### config.mk
export PLATFORM = sky130hd
export DESIGN_NAME = retire_trace_tx
export DESIGN_NICKNAME = d
export VERILOG_FILES = /design/src/rtl/retire_trace_tx.sv
export SDC_FILE = /design/constraint.sdc
export NUM_CORES = 1
export LEC_CHECK = 0
export CELL_PAD_IN_SITES_DETAIL_PLACEMENT = 1
export CELL_PAD_IN_SITES_GLOBAL_PLACEMENT = 2
export CORE_UTILIZATION = 45
export DETAILED_ROUTE_END_ITERATION = 8
export PLACE_DENSITY = 0.89
export REMOVE_ABC_BUFFERS = 1
export SYNTH_ARGS = -nofsm -noshare
export SYNTH_HDL_FRONTEND = slang
export SYNTH_SLANG_ARGS = --single-unit
### constraint.sdc
create_clock -name clk -period 5.64 [get_ports clk]
set_input_delay 1.128 -clock clk [delete_from_list [all_inputs] [get_ports clk]]
set_output_delay 1.128 -clock clk [all_outputs]
set_load 0.005 [all_outputs]
### src/rtl/retire_trace_tx.sv
// Retirement trace transmitter: captures writeback commits into a FIFO and
// serialises each one into a 9- or 14-byte packet on a byte-wide valid/ready stream.
module retire_trace_tx #(
    parameter int unsigned DEPTH = 4,
    parameter int unsigned CNT_W = 16
) (
    input  logic                     clk,
    input  logic                     rst_n,
    input  logic                     trace_en,
    input  logic                     commit_valid,
    input  logic [31:0]              commit_pc,
    input  logic [31:0]              commit_insn,
    input  logic                     commit_we,
    input  logic [4:0]               commit_rd,
    input  logic [31:0]              commit_wdata,
    output logic                     tx_valid,
    output logic [7:0]               tx_data,
    output logic                     tx_last,
    input  logic                     tx_ready,
    output logic [$clog2(DEPTH):0]   fifo_level,
    output logic [CNT_W-1:0]         drop_cnt
);

    localparam int unsigned AW = $clog2(DEPTH);
    localparam int unsigned LW = $clog2(DEPTH) + 1;

    localparam logic [2:0] S_IDLE  = 3'd0;
    localparam logic [2:0] S_HDR   = 3'd1;
    localparam logic [2:0] S_PC    = 3'd2;
    localparam logic [2:0] S_INSN  = 3'd3;
    localparam logic [2:0] S_RD    = 3'd4;
    localparam logic [2:0] S_WDATA = 3'd5;

    typedef struct packed {
        logic [31:0] pc;
        logic [31:0] insn;
        logic [31:0] wdata;
        logic [4:0]  rd;
        logic        has_wb;
        logic [4:0]  seq;
        logic        lost;
    } entry_t;

    entry_t            mem_q [DEPTH];
    logic [AW-1:0]     wr_ptr_q, wr_ptr_d;
    logic [AW-1:0]     rd_ptr_q, rd_ptr_d;
    logic [LW-1:0]     level_q, level_d;
    logic [4:0]        seq_q, seq_d;
    logic              lost_q, lost_d;
    logic [CNT_W-1:0]  drop_cnt_q, drop_cnt_d;

    logic [2:0]        state_q, state_d;
    logic [1:0]        idx_q, idx_d;
    entry_t            cur_q, cur_d;
    logic              tx_valid_q, tx_valid_d;
    logic [7:0]        tx_data_q, tx_data_d;
    logic              tx_last_q, tx_last_d;

    logic              capture;
    logic              full;
    logic              push;
    logic              drop;
    logic              pop;
    logic              hs;
    logic              last_hs;
    entry_t            entry_in;

    // Byte presented for a given serializer position.
    function automatic logic [7:0] sel_byte(input entry_t e, input logic [2:0] st,
                                            input logic [1:0] idx);
        logic [7:0] b;
        case (st)
            S_HDR:   b = {1'b1, e.has_wb, e.lost, e.seq};
            S_PC:    b = e.pc[{idx, 3'b000} +: 8];
            S_INSN:  b = e.insn[{idx, 3'b000} +: 8];
            S_RD:    b = {3'b000, e.rd};
            S_WDATA: b = e.wdata[{idx, 3'b000} +: 8];
            default: b = 8'h00;
        endcase
        return b;
    endfunction

    function automatic logic is_last(input entry_t e, input logic [2:0] st,
                                     input logic [1:0] idx);
        return (idx == 2'd3) && ((st == S_INSN && !e.has_wb) || st == S_WDATA);
    endfunction

    // Capture side: fullness is judged on the pre-edge level, so a same-cycle pop never makes room.
    always_comb begin
        capture    = trace_en && commit_valid;
        full       = (level_q == LW'(DEPTH));
        push       = capture && !full;
        drop       = capture && full;

        entry_in.pc     = commit_pc;
        entry_in.insn   = commit_insn;
        entry_in.wdata  = commit_wdata;
        entry_in.rd     = commit_rd;
        entry_in.has_wb = commit_we && (commit_rd != 5'd0);
        entry_in.seq    = seq_q;
        entry_in.lost   = lost_q;

        seq_d      = seq_q;
        lost_d     = lost_q;
        drop_cnt_d = drop_cnt_q;
        wr_ptr_d   = wr_ptr_q;
        if (push) begin
            seq_d    = seq_q + 5'd1;
            lost_d   = 1'b0;
            wr_ptr_d = wr_ptr_q + AW'(1);
        end else if (drop) begin
            lost_d = 1'b1;
            if (drop_cnt_q != {CNT_W{1'b1}}) begin
                drop_cnt_d = drop_cnt_q + CNT_W'(1);
            end
        end

        rd_ptr_d = pop ? rd_ptr_q + AW'(1) : rd_ptr_q;
        level_d  = level_q + LW'(push) - LW'(pop);
    end

    // Serializer next-state and registered-output computation.
    always_comb begin
        state_d    = state_q;
        idx_d      = idx_q;
        cur_d      = cur_q;
        pop        = 1'b0;
        last_hs    = 1'b0;
        hs         = tx_valid_q && tx_ready;

        case (state_q)
            S_IDLE: begin
                if (level_q != '0) begin
                    pop = 1'b1;
                end
            end
            S_HDR: begin
                if (hs) begin
                    state_d = S_PC;
                    idx_d   = 2'd0;
                end
            end
            S_PC: begin
                if (hs) begin
                    if (idx_q == 2'd3) begin
                        state_d = S_INSN;
                        idx_d   = 2'd0;
                    end else begin
                        idx_d = idx_q + 2'd1;
                    end
                end
            end
            S_INSN: begin
                if (hs) begin
                    if (idx_q == 2'd3) begin
                        if (cur_q.has_wb) begin
                            state_d = S_RD;
                            idx_d   = 2'd0;
                        end else begin
                            last_hs = 1'b1;
                        end
                    end else begin
                        idx_d = idx_q + 2'd1;
                    end
                end
            end
            S_RD: begin
                if (hs) begin
                    state_d = S_WDATA;
                    idx_d   = 2'd0;
                end
            end
            S_WDATA: begin
                if (hs) begin
                    if (idx_q == 2'd3) begin
                        last_hs = 1'b1;
                    end else begin
                        idx_d = idx_q + 2'd1;
                    end
                end
            end
            default: begin
                state_d = S_IDLE;
                idx_d   = 2'd0;
            end
        endcase

        // Chain straight into the next queued packet to avoid an idle gap.
        if (last_hs) begin
            if (level_q != '0) begin
                pop = 1'b1;
            end else begin
                state_d = S_IDLE;
                idx_d   = 2'd0;
            end
        end

        if (pop) begin
            cur_d   = mem_q[rd_ptr_q];
            state_d = S_HDR;
            idx_d   = 2'd0;
        end

        tx_valid_d = (state_d != S_IDLE);
        tx_data_d  = (state_d == S_IDLE) ? 8'h00 : sel_byte(cur_d, state_d, idx_d);
        tx_last_d  = (state_d != S_IDLE) && is_last(cur_d, state_d, idx_d);
    end

    // FIFO storage; contents are don't-care once the pointers are reset.
    always_ff @(posedge clk) begin
        if (push) begin
            mem_q[wr_ptr_q] <= entry_in;
        end
    end

    always_ff @(posedge clk or negedge rst_n) begin
        if (!rst_n) begin
            wr_ptr_q   <= '0;
            rd_ptr_q   <= '0;
            level_q    <= '0;
            seq_q      <= '0;
            lost_q     <= 1'b0;
            drop_cnt_q <= '0;
            state_q    <= S_IDLE;
            idx_q      <= 2'd0;
            cur_q      <= '0;
            tx_valid_q <= 1'b0;
            tx_data_q  <= 8'h00;
            tx_last_q  <= 1'b0;
        end else begin
            wr_ptr_q   <= wr_ptr_d;
            rd_ptr_q   <= rd_ptr_d;
            level_q    <= level_d;
            seq_q      <= seq_d;
            lost_q     <= lost_d;
            drop_cnt_q <= drop_cnt_d;
            state_q    <= state_d;
            idx_q      <= idx_d;
            cur_q      <= cur_d;
            tx_valid_q <= tx_valid_d;
            tx_data_q  <= tx_data_d;
            tx_last_q  <= tx_last_d;
        end
    end

    assign tx_valid   = tx_valid_q;
    assign tx_data    = tx_data_q;
    assign tx_last    = tx_last_q;
    assign fifo_level = level_q;
    assign drop_cnt   = drop_cnt_q;

endmodule

== Yosys cells after proc, flatten, opt, wreduce, memory -nomap -nowiden ==
Memories as Yosys holds them, arrays and structs flattened.
Cells that the tools add are included.
Word-level totals
  register bits after elaboration: 152
  RAM bits: 432
  input port bits: 107
  output and inout bits: 29
  logic and storage cells: 104
  memories: 1
Operators by class
  add/sub/neg operators: 7
  eq/ne operators: 14
  shift-type cells: 3
  multiplexer cells: 40
  bitwise gates (word level): 1
  reduce and logical (&&, ||, !) cells: 20
Memories
  mem_q: words 4, width 108, rd ports 1, clocked after Yosys merged registers in 0, write ports 1, line 44  | entry_t mem_q [DEPTH];
Operators by type and width (number)
  $mux 108: 1
  $shiftx 32x6->8: 3
  $pmux 8 s5: 1
  $mux 3: 10
  $mux 2: 11
  $add 16x1->16 const B: 1
  $ne 16x16->1 const B: 1
  $eq 3x3->1 const B: 5
  $pmux 3 s5: 1
  $mux 1: 13
  $eq 3x2->1 const B: 4
  $pmux 2 s5: 1
  $logic_and 1x1->1: 8
  $mux 8: 1
  $add 2x1->2 const B: 3
  $eq 3x1->1 const B: 2
  $logic_not 3->1: 2
  $reduce_bool 3->1: 2
  $add 5x1->5 const B: 1
  $reduce_bool 5->1: 1
  $eq 2x2->1 const B: 2
  $reduce_or 2->1: 2
  $add 3x1->3: 1
  $reduce_and 3->1: 1
  other kinds (6): 7

== Longest topological paths before layout ==
Gate-level depths: netlist of the first run.
  depth after elaboration: 12
  gate-level depth with buffers: 16
  depth with buffers taken out: 12

== Worst setup path before layout of the first run ==
No wires, ideal clock.
  kind: in2reg
  start: input port trace_en
  end: memory mem_q[0][0] in the netlist's numbering, enable pin
  setup time: 0.479 ns
  data arrival time: 4.334 ns
  required time: 5.161 ns
  slack: 0.827 ns
  stages on the path: 4
  cells stage by stage: nand2_1 -> a21oi_1 -> clkbuf_1 -> and2_1
Between the ends
  longest elaborated chain between the ends: 4
RTL lines
  from (decl): line 9  | input logic trace_en,
  $logic_and 1x1->1: line 90  | capture = trace_en && commit_valid;
  $logic_and 1x1->1: line 92  | push = capture && !full;
  $mux 1: line 211  | if (push) begin
  $mux 1 (implied by the code): line 212  | mem_q[wr_ptr_q] <= entry_in;
  to (decl): line 44
No other way between the ends.

== Final worst setup path of the first run ==
  start: input port tx_ready
  end: register tx_data_q[4] (netlist: tx_data[4])
Between the ends
  longest elaborated chain between the ends: 9
  elaborated cells on any way between the ends: 33
  those cells by class: eq/ne (5); shift (3); mux (23); reduce/logical (2)
RTL lines
  from (decl): line 19  | input logic tx_ready,
  $logic_and 1x1->1 *: line 129  | hs = tx_valid_q && tx_ready;
  $mux 3 (on tied branches)
  $pmux 3 s5: line 131  | case (state_q)
  $mux 3: line 190  | if (level_q != '0) begin
  $mux 3: line 189  | if (last_hs) begin
  $mux 3 *: line 198  | if (pop) begin
  via state_d[0]: line 52  | logic [2:0] state_q, state_d;
  $eq 3x3->1 (tied with other cells): line 72  | case (st)
  $pmux 8 s5: line 72
  $mux 8 *: line 205  | tx_data_d = (state_d == S_IDLE) ? 8'h00 : sel_byte(cur_d, state_d, idx_d);
  via tx_data_d[4]: line 56  | logic [7:0] tx_data_q, tx_data_d;
  to (signal assigned): line 241  | tx_data_q <= tx_data_d;
  to (decl): line 56
The timed path passes the listed nets; every way through them passes the cells marked *.
A chain may end at the register's enable or synchronous reset.

==> run_results.csv, run 1 <==
group,metric,value,unit
run_status,status,"finished, final reports clean",
setup_path,criticalPathCategory,"in -> reg",
logic_synthesis,synth_area_leaders,"edfxtp_1 (57%), dfrtp_1 (17%), mux4_2 (11%)",
logic_synthesis,synthAdderAreaFrac,0.750,%
logic_synthesis,seq_area_frac_synth,74.0,%
logic_synthesis,synth_mux_area_share,14.2,%
logic_synthesis,synth_top_area_share,57.2,%
detailed_routing,wl_per_cell,25.3,um
timing,slew_viol_final,0,
logic_synthesis,synth-main-ff-cell,"edfxtp_1",
timing,finClkSkew,0.0212,ns
floorplan,core,49400,sq um
cts,numCtsBuffers,60,
final_layout,final_cell_mix,"edfxtp_1 (432), nand2_1 (192), dfrtp_1 (150)",
timing,tightestPinTransition,1.09,ns
cts,path_clk_slew,0.06,ns
detailed_routing,viasPerCell,5.58,
detailed_routing,drtIter0Drc,999,
detailed_routing,wl,53.8,mm
setup_path,reg2reg_slack,2.13,ns
cts,ctsHoldBuffers,0,
cts,cts_max_path_buffers,3,
setup_path,endpoint_kind,"flip-flop",
timing,setup_viol,0,
floorplan,die_h,227,um
floorplan,fp-row-count,81,
setup_path,cp.required,6.19,ns
detailed_routing,vias,11900,
logic_synthesis,synth-xor-area-share,0.888,%
final_layout,seq_area,16800,sq um
final_layout,nNetsFinal,1530,
logic_synthesis,synth-edff-count,432,
detailed_routing,drtAntennaViolNets,0,
power,p_per_area,519,nW/um^2
setup_path,worstPathCellList,"clkdlybuf4s50_1, nand4_1, nor3_1, o21ai_4, inv_4, nor2_2, inv_1, nand3_1, a32o_1, a222oi_1, a211o_1",
timing,clock.fmax,258,MHz
setup_path,crit_path_top_delay_cell,"clkdlybuf4s50_1",
power,peakVddDrop,0.276,mV
logic_synthesis,synth_cell_type_count,64,
flow_run,maxCapViolCount,0,
placed_design,routabilityCongestion,0.878,
global_routing,antenna_found_initial,3,
logic_synthesis,synth_compound_area_share,3.33,%
cts,cts_sinks,584,
logic_synthesis,ys_warn_count,0,
timing,min_period,3.88,ns
timing,rsz0062_at_grt,"false",
final_layout,layout-drive-gt1-share,19.8,%
logic_synthesis,synth_area,22700,sq um
final_layout,multi_input_area,5570,sq um
floorplan,ios,136,
cts,cts_root_buffer,"clkbuf_16",
cts,postCtsSetupRepairBufs,0,
global_routing,grt_pass1_vias,13200,
global_routing,grt.total_usage,21.7,%
placed_design,numPortBuffers,135,
logic_synthesis,ys_async_sr_fraction,26.0,%
detailed_routing,drc,0,
global_routing,grt_pass1_wl,81.8,mm
global_routing,grt_max_degree,109,
cts,cts_tree,"yes",
timing,finalHoldViolations,0,
setup_path,crit_fanout,31,
final_layout,fin_area,26700,sq um
worst_hold_path,min_path_type,"reg -> reg",
setup_path,worstSetupStartpointType,"input port",
placed_design,dp_hpwl,34.4,mm
cts,insertion_delay,0.62,ns
logic_synthesis,synth_simple_gate_area_share,5.25,%
logic_synthesis,synthCells,1251,
logic_synthesis,synth_seq_cells,584,
final_layout,final_common_cell,"edfxtp_1",
logic_synthesis,postSynthAreaPerCell,18.1,sq um
timing,post-route-period-util,68.8,%
placed_design,dpl_cell_area,24900,sq um
floorplan,die_area,51300,sq um
floorplan,start_util,46.0,%
global_routing,overflow,0,
logic_synthesis,synth_top_family_by_area,"multiplexers",
logic_synthesis,yosysTopAreaCell,"edfxtp_1",
placed_design,numPlacedInstances,2012,
final_layout,area_growth_syn_to_layout,17.9,%
timing,maxSlewHeadroom,26.7,%
cts,cts_resized,0,
setup_path,arrival,4.43,ns
power,p_leak,9.46,nW
detailed_routing,firstDrtPassIters,6,
cts,htreeDepth,2,
final_layout,num-fill-cells,4495,
floorplan,dieWidth,227,um
setup_path,critical-path-max-stage-delay,0.55,ns
final_layout,instances_no_fill,2127,
## worst max-delay path: cells and delay by family
| family | cells | cell delay [ns] |
|---|---|---|
| simple gates | 4 | 1.26 |
| compound gates | 4 | 1.02 |
| buf+inv | 3 | 1.01 |
## cells by family after synthesis
group                    count (synthesis)
flip-flops                             584
AND/OR/NAND/NOR                        271
multiplexers                           180
AO/OA/AOI/OAI                          105
buffers and inverters                   75
XOR/XNOR                                23
adder cells (fa/ha/maj)                 13
## registers in the layout, summed over array words and instances, names as in the netlist
signal      count
seq_q           5
tx_last         1
idx_q           2
wr_ptr_q        2
drop_cnt       16
lost_q          1
rd_ptr_q        2
state_q         3
fifo_level      3
tx_data         8
tx_valid        1
cur_q         108
mem_q         432
## metrics by stage
stage | setup TNS, ns | util, % | hold WS [ns] | setup WS (ns) | power [mW]
after floorplan | -5.99 | - | 0.434 | -0.747 | 8.76
after global placement | 0 | 50.4 | 0.456 | 1.32 | 9.96
after detailed placement | 0 | 50.4 | 0.465 | 1.14 | 10.2
after CTS | 0 | 54.2 | 0.479 | 1.78 | 14.0
after global routing | 0 | 54.2 | 0.498 | 1.52 | 14.5
final | 0 | 54.2 | 0.477 | 1.76 | 13.9
## Yosys cell counts, drive strengths merged (3+ instances only)
master and count:
a221oi 7, nand3 6, or3 3, nand2 194
a31oi 4, mux2 63, a211o 4, clkbuf 14
a32oi 4, nand2b 4, a22oi 9, a222oi 3
and2 9, o31ai 5, a21o 3, nand3b 3
a32o 3, xor2 5, and3 11, inv 17
o21a 5, buf 43, nor2b 5, mux4 108
nor3 6, a21oi 16, a22o 5, dfrtp 152
o22ai 3, ha 12, o21ai 18, nand4 8
nor2 17, mux2i 9, edfxtp 432, xnor2 18
## area by class of cell
| cell class | count | share of cell area [%] |
|---|---|---|
| repair buffers | 154 | 5.97 |
| inverters | 18 | 0.262 |
| multi-input cells | 592 | 20.8 |
| diodes | 3 | 0.0281 |
| clock inverters | 17 | 0.599 |
| clock buffers | 95 | 6.42 |
| well taps | 664 | 3.11 |
| flip-flops and latches | 584 | 62.8 |
## per-layer routing
layer	wire [um]	global-route usage [%]	vias to the layer above
met5	22	0	-
met2	27000	35.9	333
met3	3170	4.52	91
li1	-	-	5174
met1	22200	28.8	6272
met4	1420	6.89	2
## worst paths after layout
kind / from / to / cells past startpoint
setup / recovery: tx_ready / tx_data[4] / 11
hold / removal: cur_q[106] / cur_q[106] / 2
setup reg to reg: idx_q[1] / tx_data[4] / 11
hold reg to reg: cur_q[106] / cur_q[106] / 2
max in group asynchronous: rst_n / cur_q[30] / 2
min in group asynchronous: rst_n / drop_cnt[8] / 1
## power breakdown
group	switching (mW)	internal [mW]	total (mW)
sequential	0.490	5.50	5.99
combinational	2.25	1.83	4.08
clock	1.60	2.21	3.81
total	4.34	9.54	13.9
Power figures use the tool's default switching activity.
==> inputs of run 2 (changes only) <==
--- a/config.mk
+++ b/config.mk
@@ -7,9 +7,9 @@
 export LEC_CHECK = 0
 export CELL_PAD_IN_SITES_DETAIL_PLACEMENT = 1
 export CELL_PAD_IN_SITES_GLOBAL_PLACEMENT = 2
-export CORE_UTILIZATION = 45
+export CORE_UTILIZATION = 41
 export DETAILED_ROUTE_END_ITERATION = 8
-export PLACE_DENSITY = 0.89
+export PLACE_DENSITY = 0.86
 export REMOVE_ABC_BUFFERS = 1
 export SYNTH_ARGS = -nofsm -noshare
 export SYNTH_HDL_FRONTEND = slang
==> constraint.sdc (replaced) <==
create_clock -name clk -period 3.1 [get_ports clk]
set_input_delay 0.62 -clock clk [delete_from_list [all_inputs] [get_ports clk]]
set_output_delay 0.62 -clock clk [all_outputs]
set_load 0.005 [all_outputs]
==> run_results.csv, run 2 (synthesis results as in run 1) <==
group,metric,value,unit
run_status,status,"finished, final reports clean",
timing,setup_viol,0,
setup_path,criticalPathCategory,"reg -> reg",
placed_design,numPlacedInstances,2123,
timing,tightestPinTransition,0.657,ns
timing,slew_viol_final,0,
cts,insertion_delay,0.63,ns
detailed_routing,wl_per_cell,24.5,um
final_layout,instances_no_fill,2241,
setup_path,rr_startpoint,"state_q[1]",
floorplan,start_util,41.8,%
final_layout,nNetsFinal,1612,
worst_hold_path,min_path_type,"reg -> reg",
cts,cts_sinks,584,
power,peakVddDrop,0.506,mV
setup_path,timing.rr.end,"tx_data[1]",
cts,htreeDepth,2,
floorplan,core,54200,sq um
setup_path,cp.required,3.59,ns
cts,numCtsBuffers,61,
floorplan,dieWidth,237,um
setup_path,crit_fanout,22,
timing,finClkSkew,0.0260,ns
placed_design,dpl_cell_area,25700,sq um
placed_design,dp_hpwl,36.0,mm
timing,finalHoldViolations,0,
flow_run,maxCapViolCount,0,
detailed_routing,firstDrtPassIters,7,
global_routing,grt.total_usage,20.0,%
floorplan,ios,136,
worst_hold_path,hold_path_depth,2,
final_layout,largest_reg_flops,432,
setup_path,reg2reg_depth,10,
global_routing,grt_max_degree,60,
worst_hold_path,hp-start,"cur_q[30]",
cts,path_clk_slew,0.06,ns
detailed_routing,vias,12200,
final_layout,fin_area,27800,sq um
timing,clock.fmax,331,MHz
floorplan,die_h,237,um
final_layout,diodes,0,
detailed_routing,drtAntennaViolNets,0,
detailed_routing,drc,0,
final_layout,area_growth_syn_to_layout,22.6,%
timing,min_period,3.02,ns
detailed_routing,wl,55.0,mm
cts,cts_root_buffer,"clkbuf_16",
final_layout,layout-drive-gt1-share,25.4,%
timing,post-route-period-util,97.4,%
global_routing,overflow,0,
floorplan,fp-row-count,85,
cts,cts_max_path_buffers,3,
final_layout,regMostFlops,"mem_q",
worst_hold_path,hold_end,"cur_q[30]",
floorplan,die_area,56300,sq um
detailed_routing,drtIter0Drc,721,
global_routing,antenna_found_initial,2,
final_layout,final_common_cell,"edfxtp_1",
placed_design,routabilityCongestion,0.856,
timing,maxSlewHeadroom,56.1,%
global_routing,grt_pass1_wl,84.0,mm
setup_path,arrival,3.51,ns
setup_path,worstSetupStartpointType,"flip-flop",
global_routing,grt_pass1_vias,13500,
final_layout,final_cell_mix,"edfxtp_1 (432), nand2_1 (192), dfrtp_1 (150)",
power,p_per_area,963,nW/um^2
placed_design,numPortBuffers,135,
timing,setup-tns-final,0,ns
setup_path,endpoint_kind,"flip-flop",
setup_path,reg2reg_slack,0.08,ns
power,design_power_total,26.8,mW
detailed_routing,viasPerCell,5.45,
cts,cts_tree,"yes",
timing,hold_ws,0.473,ns
power,p_leak,10.0,nW
final_layout,num-fill-cells,4991,
==> run 2: cell count changes in the layout (fill, tap and decap cells not counted), sizes merged <==
cell	change
diode	-3
bufinv	+4
clkinv	+11
dlygate4sd3	+1
buf	+80
clkbuf	-11
==> run 2: area by class of cell <==
cell class / instances / area (sq um) / area share [%]
clock buffer: 84 / 1780 / 6.39
sequential: 584 / 16800 / 60.3
inverter: 18 / 70.1 / 0.252
timing repair buffer: 235 / 2390 / 8.61
multi-input combinational: 592 / 5580 / 20.1
tap: 696 / 871 / 3.13
clock inverter: 32 / 338 / 1.21
==> run 2: timing repair <==
| item | CTS | global route |
|---|---|---|
| buffers inserted | 0 | 1 |
| hold buffers | 1 | 0 |
| resized for setup | 0 | 2 |
| endpoints found under the hold margin | 36 | 0 |
| endpoints found under the setup margin | 0 | 4 |
==> run 2: report_power, final <==
group	internal, mW	total, mW	leakage, nW	switching, mW
combinational	3.98	8.52	3.20	4.53
clock	4.58	7.62	1.06	3.04
sequential	10.0	10.7	5.78	0.660
total	18.6	26.8	10.0	8.23
==> run 2: worst max-delay path by stage <==
stage | from | endpoint | cells past startpoint
detailed placement | tx_ready | tx_data[4] | 12
floorplan | rd_ptr_q[0] | tx_data[0] | 6
CTS | idx_q[0] | tx_data[1] | 12
global route | state_q[1] | tx_data[1] | 10
finish | state_q[1] | tx_data[1] | 10
global placement | tx_ready | tx_data[2] | 13
==> run 2: through the flow <==
step	utilization (%)	setup WS (ns)
floorplan	-	-2.89
global placement	47.3	-0.223
detailed placement	47.3	-0.336
CTS	51.3	0.0332
global route	51.3	-0.00949
finish	51.3	0.0797
==> run 2: worst max-delay path, cell delays in order, from the launching register on <==
cell,delay (ns)
dfrtp_1,0.56
or3_1,0.47
o21ai_1,0.18
o21ai_4,0.09
inv_4,0.12
buf_12,0.18
mux2_2,0.37
mux2_2,0.29
a21oi_1,0.24
o21a_1,0.26
o21ai_1,0.10
==> run 2: metal layers <==
layer / up-vias / part of all wire (%) / routed length [um] / track usage, %
li1: 5348 / - / - / -
met1: 6484 / 42 / 23100 / 26.2
met2: 279 / 51 / 27800 / 34.2
met3: 91 / 4.6 / 2510 / 3.61
met4: 4 / 2.7 / 1480 / 6.00
met5: - / 0.051 / 28 / 0
==> inputs of run 3 (changes only) <==
--- a/config.mk
+++ b/config.mk
@@ -9,7 +9,7 @@
 export CELL_PAD_IN_SITES_GLOBAL_PLACEMENT = 2
 export CORE_UTILIZATION = 41
 export DETAILED_ROUTE_END_ITERATION = 8
-export PLACE_DENSITY = 0.86
+export PLACE_DENSITY = 0.84
 export REMOVE_ABC_BUFFERS = 1
 export SYNTH_ARGS = -nofsm -noshare
 export SYNTH_HDL_FRONTEND = slang
==> run_results.csv, run 3 (synthesis results as in run 1) <==
group,metric,value,unit
detailed_routing,viasPerCell,5.44,
final_layout,fin_area,27700,sq um
timing,finClkSkew,0.0241,ns
cts,cts_sinks,584,
floorplan,die_h,237,um
final_layout,layout-drive-gt1-share,25.0,%
global_routing,grt_util_met2,32.9,%
setup_path,crit_fanout,21,
floorplan,die_area,56300,sq um
setup_path,cp.required,3.57,ns
detailed_routing,drtIter0Drc,958,
timing,maxSlewHeadroom,58.2,%
worst_hold_path,hp-start,"cur_q[30]",
power,design_power_total,26.5,mW
timing,rsz0062_at_grt,"false",
detailed_routing,wl,54.2,mm
placed_design,routabilityCongestion,0.836,
floorplan,dieWidth,237,um
global_routing,grt.total_usage,19.6,%
cts,cts_tree,"yes",
final_layout,largest_reg_flops,432,
setup_path,worstSetupStartpointType,"flip-flop",
floorplan,fp-row-count,85,
setup_path,crit_buf_inv,3,
timing,finalHoldViolations,0,
setup_path,crit_path_top_delay_cell,"dfrtp_1",
power,p_leak,9.99,nW
power,p_seq_share,40.5,%
power,p_sw,8.11,mW
power,p_per_area,954,nW/um^2
placed_design,dp_hpwl,35.8,mm
global_routing,grt_pass1_wl,82.6,mm
cts,cts_root_buffer,"clkbuf_16",
detailed_routing,wl_per_cell,24.2,um
power,peakVddDrop,0.516,mV
final_layout,nNetsFinal,1613,
floorplan,ios,136,
final_layout,instances_no_fill,2241,
power,p_int,18.3,mW
setup_path,endpoint_kind,"flip-flop",
flow_run,maxCapViolCount,0,
cts,htreeDepth,2,
detailed_routing,firstDrtPassIters,5,
timing,setup_viol,0,
timing,slew_viol_final,0,
setup_path,criticalPathCategory,"reg -> reg",
worst_hold_path,min_path_type,"reg -> reg",
final_layout,final_cell_mix,"edfxtp_1 (432), nand2_1 (192), dfrtp_1 (150)",
detailed_routing,drtAntennaViolNets,0,
floorplan,core,54200,sq um
final_layout,num-fill-cells,5026,
timing,tightestPinTransition,0.627,ns
placed_design,dpl_cell_area,25700,sq um
global_routing,grt_max_degree,71,
placed_design,numPortBuffers,135,
global_routing,grt_pass1_vias,13200,
final_layout,regMostFlops,"mem_q",
global_routing,grtUsageMet1,26.6,%
floorplan,start_util,41.8,%
timing,min_period,2.95,ns
detailed_routing,drc,0,
cts,postCtsSetupRepairBufs,0,
global_routing,met3_usage,2.71,%
global_routing,antenna_found_initial,4,
global_routing,busiest_layer,"met2",
cts,numCtsBuffers,59,
timing,clock.fmax,339,MHz
setup_path,arrival,3.42,ns
placed_design,numPlacedInstances,2127,
cts,insertion_delay,0.62,ns
run_status,status,"finished, final reports clean",
timing,post-route-period-util,95.2,%
power,comb_power_share,32.2,%
final_layout,area_growth_syn_to_layout,22.3,%
setup_path,worstPathCellList,"or3_1, o21ai_1, o21ai_4, inv_4, buf_12, buf_4, mux2_2, mux2i_1, nor2b_1, a221o_1, o21ai_1",
setup_path,crit_top_cell,"o21ai_1",
final_layout,finish.utilization,51.1,%
power,switching_share,30.7,%
setup_path,startpoint,"state_q[1]",
power,p_clk_share,27.3,%
setup_path,critical-path-max-stage-delay,0.56,ns
setup_path,crit_family,"simple AND/OR/NAND/NOR gates",
cts,path_clk_slew,0.06,ns
setup_path,rr_startpoint,"state_q[1]",
detailed_routing,vias,12200,
final_layout,final_common_cell,"edfxtp_1",
global_routing,overflow,0,
cts,cts_max_path_buffers,3,
## run 3: changes by cell type in the layout (fill, tap and decap cells not counted), moves of 2 or more
cell	change
clkinv_2	-8
clkbuf_1	+5
bufinv_16	-3
clkbuf_16	-3
clkbuf_8	+3
buf_12	+2
diode_2	+2
## run 3: power by group through the flow
stage | logic (mW) | clock network [mW] | registers [mW]
final | 8.52 | 7.21 | 10.7
after global routing | 9.17 | 7.63 | 10.9
after CTS | 8.64 | 7.37 | 10.7
after detailed placement | 8.57 | 0 | 10.9
after global placement | 8.31 | 0 | 10.8
after floorplan | 4.65 | 0 | 11.0
## run 3: final cells by class
type	instances	area [sq um]	share of cell area, %
Sequential cell	584	16800	60.5
Tap cell	696	871	3.14
Clock inverter	22	220	0.794
Clock buffer	89	1760	6.36
Multi-Input combinational cell	592	5580	20.1
Antenna cell	2	5.00	0.0180
Inverter	18	70.1	0.253
Timing Repair Buffer	238	2440	8.80
## run 3: metrics by stage
stage,hold slack [ns],setup TNS [ns],setup slack (ns)
5_1_grt,0.500,0,0.0145
3_5_place_dp,0.464,-1.95,-0.332
2_1_floorplan,0.324,-814.22,-2.89
6_report,0.477,0,0.149
4_1_cts,0.478,0,0.171
3_3_place_gp,0.454,-1.41,-0.279
## run 3: final timing paths
| check | depth (start not counted) | slack [ns] | to |
|---|---|---|---|
| worst max-delay path | 11 | 0.15 | tx_data[2] |
| worst min-delay path | 2 | 0.48 | cur_q[30] |
| worst max register to register | 11 | 0.15 | tx_data[2] |
| worst min register to register | 2 | 0.48 | cur_q[30] |
| max in group asynchronous | 3 | 1.75 | rd_ptr_q[0] |
| min in group asynchronous | 2 | 0.55 | drop_cnt[8] |
## run 3: routing by layer
metal / routed length, um / up-vias / part of all wire (%)
met5: 0 / - / 0
met4: 1300 / 0 / 2.4
li1: - / 5351 / -
met2: 27400 / 313 / 51
met1: 23000 / 6449 / 42
met3: 2510 / 72 / 4.6
## run 3: worst min-delay path: cells and delay by family, from the launching register on
kind / cells / cell delay (ns)
flip-flops: 1 / 0.32
AND/OR/NAND/NOR: 2 / 0.12
## run 3: timing repair
item                                   CTS  global route
gates resized for setup                  0             1
hold buffers                             1             0
setup endpoints to repair                0             1
endpoints found under the hold margin   19             0
